File: src/rtl/ripple_cla16_pkg.sv
// Shared constants and state encoding for the ripple_cla16 sequential adder.
package ripple_cla16_pkg;

  localparam int WIDTH   = 16;
  localparam int SLICE_W = 4;
  localparam int NSLICE  = WIDTH / SLICE_W;
  localparam int IDX_W   = $clog2(NSLICE);

  localparam logic [IDX_W-1:0] LAST_IDX = IDX_W'(NSLICE - 1);

  typedef enum logic [1:0] {
    IDLE = 2'd0,
    BUSY = 2'd1,
    DONE = 2'd2
  } state_e;

endpackage : ripple_cla16_pkg

File: src/rtl/ripple_cla16_cla4.sv
// 4-bit combinational carry-lookahead adder; every carry is a flat sum of products.
module cla4 (
  input  logic [3:0] a,
  input  logic [3:0] b,
  input  logic       ci,
  output logic [3:0] s,
  output logic       co
);

  logic [3:0] g;
  logic [3:0] p;
  logic [3:0] c;

  assign g = a & b;
  assign p = a ^ b;

  assign c[0] = ci;
  assign c[1] = g[0] | (p[0] & ci);
  assign c[2] = g[1] | (p[1] & g[0]) | (p[1] & p[0] & ci);
  assign c[3] = g[2] | (p[2] & g[1]) | (p[2] & p[1] & g[0]) | (p[2] & p[1] & p[0] & ci);
  assign co   = g[3] | (p[3] & g[2]) | (p[3] & p[2] & g[1]) | (p[3] & p[2] & p[1] & g[0])
              | (p[3] & p[2] & p[1] & p[0] & ci);

  assign s = p ^ c;

endmodule : cla4

File: src/rtl/ripple_cla16.sv
// 16-bit adder evaluating one CLA slice per clock, LSB first, carry held in a register.
// Optional signed-overflow output enabled by defining RIPPLE_CLA16_OVF_EN.
module ripple_cla16
  import ripple_cla16_pkg::*;
(
  input  logic             clk,
  input  logic             rst,
  input  logic             en,
  input  logic [WIDTH-1:0] A,
  input  logic [WIDTH-1:0] B,
  input  logic             c_in,
  output logic [WIDTH-1:0] Output,
  output logic             c_out,
  output logic             ready
`ifdef RIPPLE_CLA16_OVF_EN
  ,
  output logic             ovf
`endif
);

  state_e             state_q;
  logic [IDX_W-1:0]   idx_q;
  logic               carry_q;
  logic               en_q;
  logic [WIDTH-1:0]   a_q;
  logic [WIDTH-1:0]   b_q;
  logic [WIDTH-1:0]   sum_q;
  logic               c_out_q;
  logic               ready_q;
  logic               start;
  logic [SLICE_W-1:0] slice_a;
  logic [SLICE_W-1:0] slice_b;
  logic [SLICE_W-1:0] slice_s;
  logic               slice_co;

  assign start   = en & ~en_q;
  assign slice_a = a_q[idx_q*SLICE_W +: SLICE_W];
  assign slice_b = b_q[idx_q*SLICE_W +: SLICE_W];

  // Single adder slice, time-multiplexed across the four nibbles.
  cla4 u_cla4 (
    .a  (slice_a),
    .b  (slice_b),
    .ci (carry_q),
    .s  (slice_s),
    .co (slice_co)
  );

`ifdef RIPPLE_CLA16_OVF_EN
  logic ovf_q;
  logic carry_into_msb;

  // Carry into bit 15 recovered from the top slice's sum and operand bits.
  assign carry_into_msb = slice_s[SLICE_W-1] ^ slice_a[SLICE_W-1] ^ slice_b[SLICE_W-1];
  assign ovf            = ovf_q;
`endif

  // NOTE: state registers use non-blocking assignments so every flop samples pre-edge values.
  always_ff @(posedge clk or posedge rst) begin
    if (rst) begin
      state_q <= IDLE;
      idx_q   <= '0;
      carry_q <= 1'b0;
      en_q    <= 1'b0;
      // NOTE: operand registers are reset too; they are few flops and this keeps slice_a/b known.
      a_q     <= '0;
      b_q     <= '0;
      sum_q   <= '0;
      c_out_q <= 1'b0;
      ready_q <= 1'b0;
`ifdef RIPPLE_CLA16_OVF_EN
      ovf_q   <= 1'b0;
`endif
    end else begin
      en_q <= en;
      unique case (state_q)
        IDLE, DONE: begin
          if (start) begin
            a_q     <= A;
            b_q     <= B;
            carry_q <= c_in;
            ready_q <= 1'b0;
            idx_q   <= '0;
            state_q <= BUSY;
`ifdef RIPPLE_CLA16_OVF_EN
            ovf_q   <= 1'b0;
`endif
          end
        end
        BUSY: begin
          if (!en) begin
            state_q <= IDLE;
          end else begin
            sum_q[idx_q*SLICE_W +: SLICE_W] <= slice_s;
            carry_q <= slice_co;
            idx_q   <= idx_q + 1'b1;
            if (idx_q == LAST_IDX) begin
              c_out_q <= slice_co;
              ready_q <= 1'b1;
              state_q <= DONE;
`ifdef RIPPLE_CLA16_OVF_EN
              ovf_q   <= carry_into_msb ^ slice_co;
`endif
            end
          end
        end
        default: state_q <= IDLE;
      endcase
    end
  end

  assign Output = sum_q;
  assign c_out  = c_out_q;
  assign ready  = ready_q;

endmodule : ripple_cla16

File: config.mk
export PLATFORM = sky130hd
export DESIGN_NAME = ripple_cla16
export DESIGN_NICKNAME = d
export VERILOG_FILES = /design/src/rtl/ripple_cla16_pkg.sv /design/src/rtl/ripple_cla16_cla4.sv /design/src/rtl/ripple_cla16.sv
export SDC_FILE = /design/constraint.sdc
export NUM_CORES = 1
export LEC_CHECK = 0
export BUFFER_PORTS_ARGS = -buffer_cell sky130_fd_sc_hd__buf_2
export CAP_MARGIN = 30
export CORE_MARGIN = 3
export CORE_UTILIZATION = 55
export DETAILED_ROUTE_END_ITERATION = 8
export GPL_TIMING_DRIVEN = 0
export HOLD_SLACK_MARGIN = 0.03
export PLACE_DENSITY = 0.86
export SETUP_SLACK_MARGIN = 0.5
export SLEW_MARGIN = 10
export SYNTH_ARGS = -nofsm -noshare
export SYNTH_HDL_FRONTEND = slang
export SYNTH_SLANG_ARGS = --single-unit
File: constraint.sdc
create_clock -name clk -period 3.5 [get_ports clk]
set_input_delay 0.35 -clock clk [delete_from_list [all_inputs] [get_ports clk]]
set_output_delay 0.35 -clock clk [all_outputs]
set_load 0.005 [all_outputs]
[After elaboration in Yosys (flattened, before gate mapping)]
Cells that the tools add are included.
Storage, ports and cells
  input bits: 36
  output and inout bits: 18
  register bits: 56
  memories kept: 0
  latch bits: 0
  bits in read-only memories: 0
  logic and storage cells: 77
  bits in writable memories: 0
Operators by class
  muxes and demuxes: 15
  reduce and logical (&&, ||, !) cells: 9
  equality and inequality tests: 7
  multiply operators: 0
  $lt $le $gt $ge: 0
  add/sub/neg operators: 2
  shift-type cells: 4
  divide/modulo/power cells: 0
  bitwise operators: 31
Operators by type and width (number)
  4-bit negator with 34-bit output: 1
  4-bit by 34-bit variable shift with 16-bit output, first input constant: 1
  4-bit by 34-bit indexed part select with 16-bit output: 1
  16-bit by 5-bit indexed part select with 4-bit output: 2
  1-bit bitwise AND: 17
  16-bit bitwise mux: 1
  2-bit two-way mux: 5
  1-bit OR: 10
  2-bit case mux with 2 select lines: 2
  4-bit bitwise XOR: 2
  2-bit != test, second input constant: 3
  2-bit AND reduction: 3
  3-bit AND reduction: 2
  1-bit two-way mux: 5
  4-bit bitwise AND: 1
  2-bit equality test, second input constant: 2
  1-bit case mux with 2 select lines: 2
  4-bit AND reduction: 1
  3-bit != test, second input constant: 1
  2-bit by 1-bit adder with 2-bit output, second input constant: 1
  2-bit by 1-bit equality test with 1-bit output, second input constant: 1
  2-bit zero test: 1
  2-bit nonzero test: 1
  2-bit OR reduction: 1
  1-bit inverter: 1

[Logic depth before layout (Yosys ltp)]
  depth in word-level cells: 9
  depth in mapped cells: 7
  gate-level depth less buffers: 6

[Modules after synthesis]
Synthesis repeated with hierarchy kept, for this count alone.
Second synthesis, totals
  cell total of the unflattened synthesis: 253
  area total of the unflattened synthesis: 2673.8 µm²
Modules (own cells, without submodules)
  ripple_cla16: area each 2526.2 µm², times used 1, cells each 236
  cla4: area each 147.6 µm², times used 1, cells each 17

[Least setup slack after synthesis]
No wires, ideal clock.
  kind: reg2reg
  start: register idx_q[0]
  end: register sum_q[11] (netlist: Output[11])
  path slack: 1094 ps
  stages on the path, launching flop included: 8
  path buffers: 1
  data required time: 3379 ps
  setup time: 121 ps
  arrival: 2285 ps
  cell sequence: dfrtp_1 -> buf_2 -> mux4_2 -> ha_1 -> a41oi_1 -> o21ai_1 -> xor2_1 -> a22o_1
Between the ends
  longest elaborated chain between the ends: 9
  elaborated cells between the ends (all ways): 24
  those cells by class: 1 x add/sub; 4 x shift; 1 x mux; 18 x bitwise
RTL lines
  from (decl): line ripple_cla16.sv:22  | logic [IDX_W-1:0] idx_q;
  from (signal assigned): line ripple_cla16.sv:96  | idx_q <= idx_q + 1'b1;
  16-bit by 5-bit indexed part select with 4-bit output (on tied branches): line ripple_cla16.sv:37, ripple_cla16.sv:38
  4-bit bitwise XOR / 4-bit bitwise AND (equally long branches): line ripple_cla16_cla4.sv:15, ripple_cla16_cla4.sv:14
  1-bit bitwise AND: line ripple_cla16_cla4.sv:20  | assign c[3] = g[2] | (p[2] & g[1]) | (p[2] & p[1] & g[0]) | (p[2] & p[1] & p[0] & ci);
  1-bit OR / 1-bit bitwise AND (equally long branches) (2 in a row): line ripple_cla16_cla4.sv:20
  1-bit OR: line ripple_cla16_cla4.sv:20
  4-bit bitwise XOR: line ripple_cla16_cla4.sv:24  | assign s = p ^ c;
  4-bit by 34-bit indexed part select with 16-bit output: line ripple_cla16.sv:94  | sum_q[idx_q*SLICE_W +: SLICE_W] <= slice_s;
  16-bit bitwise mux (*): line ripple_cla16.sv:94
  to (signal, indexed assignment): line ripple_cla16.sv:94
  to (decl): line ripple_cla16.sv:27  | logic [WIDTH-1:0] sum_q;
Mark *: on every way between the ends. The rest lies on a longest branch, timed or not.
A chain may end at the register's enable or synchronous reset.

[Worst setup path after layout]
  start: register idx_q[0]
  end: register sum_q[3] (netlist: Output[3])
The elaborated chain is that of the path after synthesis.

==> flow_summary.yaml <==
sta:
  slew_headroom_pct: 61.3
  setup_viol: 0
  fmax_ghz: 0.357
  tightest_slew_ns: 0.579
  finalCriticalPeriod_ns: 2.80
  hold_viol: 0
  slew_viol_final: 0
  rsz0062_at_grt: "no"
  final.setup_skew_ns: 0.00872
  finalCritPeriodShare_pct: 80.0
  setup_tns_ns: 0
detailed_routing:
  routed_wl_microns: 5140
  vias: 1697
  drt_iter0_markers: 126
  viasPerCell: 5.37
  dr.pass1.iters: 4
  ant_nets: 0
  drc: 0
  wire_per_inst_microns: 16.3
finish:
  syn_to_final_growth_pct: 18.2
  final_cells: 316
  fill_cells: 342
  final_area_sq_um: 3270
  drive_gt1_share_pct: 47.0
  final_nets: 296
  diodes: 0
clocking:
  clk_latency_ns: 0.32
  cts.clk_slew.worst_paths_ns: 0.10
  cts.sinks: 56
  hold_buffers: 0
  tritoncts: "built"
  cts-root-buf: "clkbuf_8"
  cts_buffer_depth: 2
  htreeDepth: 2
  cts_made_buffers: 5
  post_cts_buffers: 0
outcome:
  status: "finished, final reports clean"
floorplan:
  start_util_pct: 57.7
  die_h_microns: 76.9
  core_area_sq_um: 4790
  die_w_microns: 76.9
  num_io_pins: 54
  dieArea_sq_um: 5910
  row_count: 25
setup_path:
  cp.arrival_ns: 3.01
  setup.worst_path.class: "register to register"
  end_kind: "register"
  worstPathMaxFanout: 10
  cp-start-kind: "register"
  crit_required_ns: 3.71
job:
  max-cap-violations: 0
power_and_ir_drop:
  p_leak_nw: 1.59
  cellPowerDensity_nw_per_um2: 641
  peakVddDrop_v: 0.000387
place:
  dp_hpwl_microns: 3740
  place_inst: 308
  dpl-instance-area_sq_um: 3130
  place_congestion: 0.767
  io_buffer_count: 53
yosys:
  netlist_area_sq_um: 2760
  synthArstFlopShare_pct: 100
  synthSimpleGateAreaFrac_pct: 5.80
  synth_mux_area_share_pct: 23.2
  synthAdderAreaFrac_pct: 5.71
  synthCells: 187
  ys_types: 36
  synth_edf_count: 0
  yosysSeqAreaShare_pct: 50.7
  synth_top_family_by_area: "multiplexers"
  synth.avg_cell_area_sq_um: 14.8
  syn_nets: 235
  synthFlopType: "dfrtp_1"
  synthXorXnorAreaFrac_pct: 0.951
  synth_seq_cells: 56
  synth_compound_area_share_pct: 8.79
  yosysWarnings: 0
global_route:
  grt_usage_pct: 19.1
  grt_max_degree: 31
  antenna_found_initial: 0
  grt_pass1_vias: 1728
  grt.overflow.total: 0
  grt_pass1_wl_microns: 8630
hold_path:
  hold_path.class: "input port to async pin"
-- critical path: stages, from the launching register on --
cell	delay [ns]
dfrtp_1	0.51
buf_2	0.39
mux4_2	0.57
ha_1	0.37
a41oi_1	0.24
o21ai_1	0.17
xor2_2	0.22
a22o_1	0.23
-- repair_timing --
item                       4_1_cts  5_1_grt
hold endpoints to repair         0        0
gates resized for setup          0        1
setup endpoints to repair        0        4
-- layout make-up --
class	count	area (sq um)	area share (%)
tap	67	83.8	2.57
clock buffer	7	96.3	2.95
inverter	10	37.5	1.15
buffer	8	95.1	2.91
sequential	56	1400	42.9
clock inverter	1	30.0	0.920
timing repair buffer	54	285	8.74
multi-input combinational	113	1240	37.9
-- state kept, by name, indices dropped and copies added, names as in the netlist --
register / count
en_q: 1
carry_q: 1
ready: 1
Output: 16
idx_q: 2
b_q: 16
state_q: 2
a_q: 16
c_out: 1
-- cells by family (layout without fill, tap and decap cells) --
kind of cell,count (synthesis),count (layout)
AO/OA/AOI/OAI,32,32
XOR/XNOR,3,3
adder cells (fa/ha/maj),12,12
buffers and inverters,18,80
flip-flops,56,56
multiplexers,40,40
AND/OR/NAND/NOR,26,26
-- path summary, 6_finish.rpt --
kind                            start    endpoint  slack (ns)  cells past startpoint
setup / recovery             idx_q[0]   Output[3]        0.70                      7
min in group clk                   en        en_q        0.21                      1
hold / removal                    rst      b_q[4]        0.08                      2
setup reg to reg             idx_q[0]   Output[3]        0.70                      7
max in group asynchronous         rst      a_q[9]        2.86                      3
hold reg to reg            Output[13]  Output[13]        0.50                      2
-- where the power goes --
part           internal, W  switching (W)  total (W)  leakage (nW)
Sequential        0.000773      0.0000834   0.000857         0.700
Combinational     0.000378       0.000395   0.000773         0.822
Clock             0.000253       0.000211   0.000463        0.0645
-- layout by cell type, fill, tap and decap left out, types with 2 or more instances in the layout --
cell type,synthesis,layout
dfrtp_1,56,56
buf_2,1,54
mux2_4,27,27
a22o_1,14,14
ha_1,11,11
inv_1,10,9
mux4_2,8,8
clkbuf_8,0,7
nor2_1,6,6
nand2_1,6,6
o31ai_1,5,5
mux2_2,5,5
nand3_1,4,4
a21oi_1,4,4
buf_12,3,4
o21ai_0,3,3
buf_4,2,2
xnor2_1,2,2
nand2_2,2,2
-- synth_stat cells, types with 2 or more instances --
library cell  count  area [sq um]
dfrtp_1          56          1400
mux2_4           27           405
a22o_1           14           123
ha_1             11           138
inv_1            10          37.5
mux4_2            8           180
nand2_1           6          22.5
nor2_1            6          22.5
mux2_2            5          56.3
o31ai_1           5          37.5
a21oi_1           4          20.0
nand3_1           4          20.0
buf_12            3          60.1
o21ai_0           3          15.0
buf_4             2          15.0
nand2_2           2          12.5
xnor2_1           2          17.5
-- layer usage --
| metal | up-vias | track usage (%) | routed length [microns] |
|---|---|---|---|
| met4 | 0 | 7.07 | 78 |
| met3 | 6 | 3.52 | 207 |
| met5 | - | 0 | 0 |
| met1 | 838 | 25.7 | 2340 |
| li1 | 809 | - | - |
| met2 | 44 | 31.0 | 2510 |
-- stage by stage --
stage                     utilization, %  setup WS (ns)  hold WS [ns]  total power, W
after floorplan                        -           1.09         0.381         0.00140
after global placement              65.0          0.711         0.466         0.00159
after detailed placement            65.4          0.607         0.447         0.00163
after CTS                           68.1          0.573        0.0972         0.00209
after global routing                68.2          0.524         0.109         0.00222
final                               68.2          0.701        0.0788         0.00209
Power figures use the tool's default switching activity.
